`config.mk`:
```
export PLATFORM = sky130hd
export DESIGN_NAME = keypad_scanner
export DESIGN_NICKNAME = d
export VERILOG_FILES = /design/src/rtl/keypad_scanner_pkg.sv /design/src/rtl/keypad_scanner_sync_edge_detect.sv /design/src/rtl/keypad_scanner.sv
export SDC_FILE = /design/constraint.sdc
export NUM_CORES = 1
export LEC_CHECK = 0
export BUFFER_PORTS_ARGS = -buffer_cell sky130_fd_sc_hd__buf_2
export CORE_ASPECT_RATIO = 0.5
export CORE_MARGIN = 4
export CORE_UTILIZATION = 40
export DETAILED_ROUTE_END_ITERATION = 8
export PLACE_DENSITY_LB_ADDON = 0.12
export RECOVER_POWER = 50
export SLEW_MARGIN = 20
export SYNTH_ARGS = -nofsm -noshare
export SYNTH_HDL_FRONTEND = slang
export SYNTH_SLANG_ARGS = --single-unit
```
`constraint.sdc`:
```
create_clock -name clock_in -period 7.1 [get_ports clock_in]
set_clock_uncertainty 0.05 [all_clocks]
set_input_delay 0.355 -clock clock_in [delete_from_list [all_inputs] [get_ports clock_in]]
set_output_delay 0.355 -clock clock_in [all_outputs]
set_load 0.02 [all_outputs]
```
`src/rtl/keypad_scanner_pkg.sv`:
```
// Shared definitions for the 4x4 keypad scanner: FSM encoding, matrix geometry and helpers.
package keypad_scanner_pkg;

  typedef enum logic [1:0] {
    StScan     = 2'd0,
    StDebounce = 2'd1,
    StHeld     = 2'd2,
    StRelease  = 2'd3
  } state_e;

  localparam int unsigned NumCols  = 4;
  localparam int unsigned NumRows  = 4;
  localparam int unsigned KeyCodeW = 4;
  localparam int unsigned CntW     = 4;

  // Index of the lowest set bit; callers only rely on it when exactly one bit is set.
  function automatic logic [1:0] onehot_idx(input logic [NumRows-1:0] v);
    logic [1:0] idx;
    idx = 2'd0;
    for (int i = NumRows - 1; i >= 0; i--) begin
      if (v[i]) idx = 2'(i);
    end
    return idx;
  endfunction

endpackage

```
`src/rtl/keypad_scanner_sync_edge_detect.sv`:
```
// Two-flop synchroniser with a one-cycle rising-edge pulse, for the divider's scan clock.
module keypad_scanner_sync_edge_detect (
  input  logic clk_i,
  input  logic rst_i,
  input  logic d_i,
  output logic rise_o
);

  logic meta_q, sync_q, prev_q;

  always_ff @(posedge clk_i or posedge rst_i) begin
    if (rst_i) begin
      meta_q <= 1'b0;
      sync_q <= 1'b0;
      prev_q <= 1'b0;
    end else begin
      meta_q <= d_i;
      sync_q <= meta_q;
      prev_q <= sync_q;
    end
  end

  assign rise_o = sync_q & ~prev_q;

endmodule

```
`src/rtl/keypad_scanner.sv`:
```
// 4x4 matrix keypad scanner: column drive, debounced press/release detection, one pulse per press.
module keypad_scanner
  import keypad_scanner_pkg::*;
#(
  parameter int unsigned DEBOUNCE_SCANS = 4
) (
  input  logic                clock_in,
  input  logic                reset,
  input  logic                scan_clk,
  input  logic [NumRows-1:0]  row_in,
  output logic [NumCols-1:0]  col_out,
  output logic [KeyCodeW-1:0] key_code,
  output logic                key_valid,
  output logic                key_held
);

  localparam logic [CntW-1:0] DebTarget = CntW'(DEBOUNCE_SCANS);

  logic                scan_tick;
  logic [NumRows-1:0]  row_meta_q, row_sync_q;
  state_e              state_q, state_d;
  logic [CntW-1:0]     count_q, count_d;
  logic [1:0]          col_q, col_d;
  logic [1:0]          row_q, row_d;
  logic [KeyCodeW-1:0] code_q, code_d;
  logic                valid_q, valid_d;

  keypad_scanner_sync_edge_detect u_scan_sync (
    .clk_i  (clock_in),
    .rst_i  (reset),
    .d_i    (scan_clk),
    .rise_o (scan_tick)
  );

  logic [NumRows-1:0] rows_low;
  logic               one_low, all_high, match;
  logic [1:0]         hit_idx, col_next;
  logic [CntW-1:0]    cnt_inc;

  always_comb begin
    rows_low = ~row_sync_q;
    all_high = (rows_low == '0);
    one_low  = !all_high && ((rows_low & (rows_low - 4'd1)) == '0);
    hit_idx  = onehot_idx(rows_low);
    match    = one_low && (hit_idx == row_q);
    col_next = col_q + 2'd1;
    cnt_inc  = (count_q == '1) ? count_q : count_q + 4'd1;
  end

  always_ff @(posedge clock_in or posedge reset) begin
    if (reset) begin
      row_meta_q <= '1;
      row_sync_q <= '1;
      state_q    <= StScan;
      count_q    <= '0;
      col_q      <= '0;
      row_q      <= '0;
      code_q     <= '0;
      valid_q    <= 1'b0;
    end else begin
      row_meta_q <= row_in;
      row_sync_q <= row_meta_q;
      state_q    <= state_d;
      count_q    <= count_d;
      col_q      <= col_d;
      row_q      <= row_d;
      code_q     <= code_d;
      valid_q    <= valid_d;
    end
  end

  always_comb begin
    state_d = state_q;
    count_d = count_q;
    col_d   = col_q;
    row_d   = row_q;
    code_d  = code_q;
    valid_d = 1'b0;
    if (scan_tick) begin
      unique case (state_q)
        StScan: begin
          if (one_low) begin
            row_d   = hit_idx;
            count_d = 4'd1;
            if (DEBOUNCE_SCANS == 1) begin
              state_d = StHeld;
              valid_d = 1'b1;
              code_d  = {hit_idx, col_q};
            end else begin
              state_d = StDebounce;
            end
          end else begin
            // No key or ghosting: keep scanning.
            col_d = col_next;
          end
        end
        StDebounce: begin
          if (match) begin
            count_d = cnt_inc;
            if (cnt_inc == DebTarget) begin
              state_d = StHeld;
              valid_d = 1'b1;
              code_d  = {row_q, col_q};
            end
          end else begin
            count_d = '0;
            state_d = StScan;
            col_d   = col_next;
          end
        end
        StHeld: begin
          if (all_high) begin
            if (DEBOUNCE_SCANS == 1) begin
              state_d = StScan;
              count_d = '0;
              col_d   = col_next;
            end else begin
              state_d = StRelease;
              count_d = 4'd1;
            end
          end
        end
        StRelease: begin
          if (all_high) begin
            count_d = cnt_inc;
            if (cnt_inc == DebTarget) begin
              state_d = StScan;
              count_d = '0;
              col_d   = col_next;
            end
          end else begin
            // Bounce on release: back to held without a new pulse.
            state_d = StHeld;
            count_d = '0;
          end
        end
        default: state_d = StScan;
      endcase
    end
  end

  always_comb begin
    col_out   = ~(4'b0001 << col_q);
    key_code  = code_q;
    key_valid = valid_q;
    key_held  = (state_q == StHeld) || (state_q == StRelease);
  end

endmodule

```
==> flow_summary.json <==
{
  "maxCapViolCount": 0,
  "gp_congestion": 0.757,
  "detail-route-antenna-nets": 0,
  "setup_ws_ps": 4590,
  "drtPass1Iterations": 4,
  "die_w_um": 92.3,
  "yosysTopAreaCell": "dfrtp_1",
  "antenna_found_initial": 0,
  "pre_cts_slack_ps": 4600,
  "synth-edff-count": 0,
  "hold_viol": 0,
  "rr_endpoint": "col_q[1]",
  "relSlewSlack_pct": 39.8,
  "cts_inserted_buffers": 3,
  "cts_resized": 0,
  "cts_hold_buf": 0,
  "clkTransAtPathRegs_ps": 90,
  "dieArea_um2": 4630,
  "yosysSeqAreaShare_pct": 46.5,
  "drive_gt1_share_pct": 31.7,
  "synth_top_flop_cell": "dfrtp_1",
  "status": "completed",
  "crit_chain": "nand4b_1 -> or2_1 -> a221oi_2 -> a221oi_2 -> mux2_1",
  "rsz0062_at_grt": "false",
  "crit_path_end_kind": "register",
  "cts_max_path_buffers": 2,
  "ir_drop_mv": 0.0909,
  "die_h_um": 50.1,
  "synth_compound_area_share_pct": 18.9,
  "diodes": 0,
  "dp_hpwl_mm": 1.85,
  "vias": 956,
  "min_period_over_period_pct": 35.4,
  "cp_slowest_cell": "a221oi_2",
  "grt_pass1_vias": 888,
  "numClockSinks": 26,
  "fin_setup_tns_ps": 0,
  "cp_common_cell": "a221oi_2",
  "viasPerCell": 5.11,
  "startpoint_type": "register",
  "reg2reg_from": "row_sync_q[1]",
  "final_max_slew_viol_count": 0,
  "setup_viol": 0,
  "crit_required_ps": 7210,
  "cts_max_level": 1,
  "synth_xor_area_share_pct": 2.47,
  "drt-wirelength-per-cell_um": 13.7,
  "avgSynthCellArea_um2": 11.3,
  "port_buffers": 16,
  "synth_cell_type_count": 48,
  "reg2reg_slack_ps": 4590,
  "synth_top_family_by_area": "compound AO/OA/AOI/OAI gates",
  "grt_max_degree": 27,
  "areaGrowthSynthToFinish_pct": 11.2,
  "cts_setup_buffers": 0,
  "root_buffer": "clkbuf_8",
  "drc_errors": 0,
  "max_freq_mhz": 398,
  "synth_fp_nets": 138,
  "synthCells": 126,
  "holdWs_ps": 99.4,
  "p_leak_uw": 0.000702,
  "insertion_delay_ps": 270,
  "critPathKind": "reg2reg",
  "max_stage_delay_ps": 730,
  "path_max_fanout": 13,
  "synth-adder-area-share_pct": 4.41,
  "syn_area_um2": 1420,
  "grt_util_all_layers_pct": 11.9,
  "drtIter0Drc": 28,
  "synth_top_area_share_pct": 31.7,
  "synthMuxAreaShare_pct": 5.02,
  "crit_arrival_ps": 2620,
  "postLayoutCoreUtil_pct": 49.5,
  "min_period_ps": 2510,
  "totalWireLength_mm": 2.57,
  "hold_path_class": "in2async",
  "core_area_um2": 3190,
  "num_rows": 14,
  "worst_slew_pin_slew_ps": 898,
  "grt_overflow": 0,
  "yosys.area_share.simple_pct": 15.2,
  "grt_pass1_wl_mm": 4.37,
  "synth_area_leaders": "dfrtp_1, dfstp_2, ha_1, mux2_4, inv_1",
  "ys_ff_latch": 26,
  "yosys_warnings": 0,
  "initial_core_util_pct": 44.5,
  "nNetsFinal": 152,
  "r2r_cells": 5,
  "fill_cells": 307,
  "ios": 17,
  "power.density_nw_per_um2": 258,
  "async_flop_share_pct": 100,
  "cts_tree": "done"
}
[layout make-up]
type | count | area [um2] | area share [%]
Sequential cell | 26 | 661 | 41.8
Multi-Input combinational cell | 79 | 654 | 41.4
Timing Repair Buffer | 16 | 80.1 | 5.07
Clock buffer | 3 | 41.3 | 2.61
Tap cell | 48 | 60.1 | 3.80
Clock inverter | 1 | 30.0 | 1.90
Inverter | 14 | 52.6 | 3.33
[worst max-delay path: cells and delay by family, from the launching register on]
family	cells	cell delay, ps
flip-flops	1	680
AND/OR/NAND/NOR	2	400
multiplexers	1	350
AO/OA/AOI/OAI	2	930
[Yosys cell counts, drive strengths merged (2+ instances only)]
master	instances
nand2	5
ha	5
o211ai	3
dfrtp	18
a41oi	3
nand4b	2
o221ai	2
nor2	9
buf	5
and4bb	2
a221oi	2
o21ai	6
clkbuf	2
a22oi	3
mux2	5
xnor2	4
dfstp	8
a21oi	2
a31o	2
nand3b	2
nand3	4
nand4	2
inv	14
[how the worst max path moves through the flow]
stage	startpoint	to	slack, ps
2_1_floorplan	count_q[0]	col_q[1]	4850
3_3_place_gp	row_sync_q[1]	col_q[1]	4660
3_5_place_dp	row_sync_q[1]	col_q[1]	4600
4_1_cts	row_sync_q[1]	col_q[1]	4590
5_1_grt	row_sync_q[1]	col_q[1]	4410
6_report	row_sync_q[1]	col_q[1]	4590
[report_power, final]
part	switching, uW	internal (uW)	total, uW
registers	26.3	165	192
logic	55.0	39.0	94.0
clock network	46.7	75.5	122
[placed cells by master, fill, tap and decap left out, types with 2 or more instances in the layout]
master | synthesis | final
nand3_1 | 4 | 4
a221oi_2 | 2 | 2
xnor2_1 | 4 | 4
nand3b_1 | 2 | 2
dfstp_2 | 8 | 8
nand4b_1 | 2 | 2
nand2_1 | 4 | 4
clkbuf_8 | 0 | 3
buf_2 | 0 | 16
o221ai_1 | 2 | 2
ha_1 | 5 | 5
o211ai_1 | 3 | 3
a41oi_1 | 3 | 3
mux2_4 | 4 | 4
o21ai_0 | 5 | 5
a22oi_1 | 2 | 2
nor2_1 | 9 | 9
inv_1 | 14 | 13
and4bb_1 | 2 | 2
dfrtp_1 | 18 | 18
[metrics by stage]
stage	cells	cell area [um2]	power (uW)
after detailed placement	183	1510	290
after global routing	187	1580	436
after CTS	187	1580	414
final	187	1580	408
after global placement	183	1510	289
after floorplan	126	1420	268
[routing by layer]
metal / vias to the layer above / global-route usage [%] / wire, um
li1: 480 / - / -
met4: 0 / 2.22 / 16
met2: 18 / 16.7 / 1030
met5: - / 0 / 0
met3: 4 / 4.63 / 138
met1: 454 / 17.6 / 1380
[flip-flops by register name (all words and copies together) (netlist names)]
| signal | cells |
|---|---|
| count_q | 4 |
| key_code | 4 |
| row_meta_q | 4 |
| row_sync_q | 4 |
| col_q | 2 |
| row_q | 2 |
| state_q | 2 |
| key_valid | 1 |
| u_scan_sync.meta_q | 1 |
| u_scan_sync.prev_q | 1 |
| u_scan_sync.sync_q | 1 |
[cell families (layout without fill, tap and decap cells)]
group	after synthesis	after routing
AO/OA/AOI/OAI	32	32
flip-flops	26	26
adder cells (fa/ha/maj)	5	5
multiplexers	5	5
buffers and inverters	21	34
XOR/XNOR	4	4
AND/OR/NAND/NOR	33	33
(Power assumes the default switching activity.)
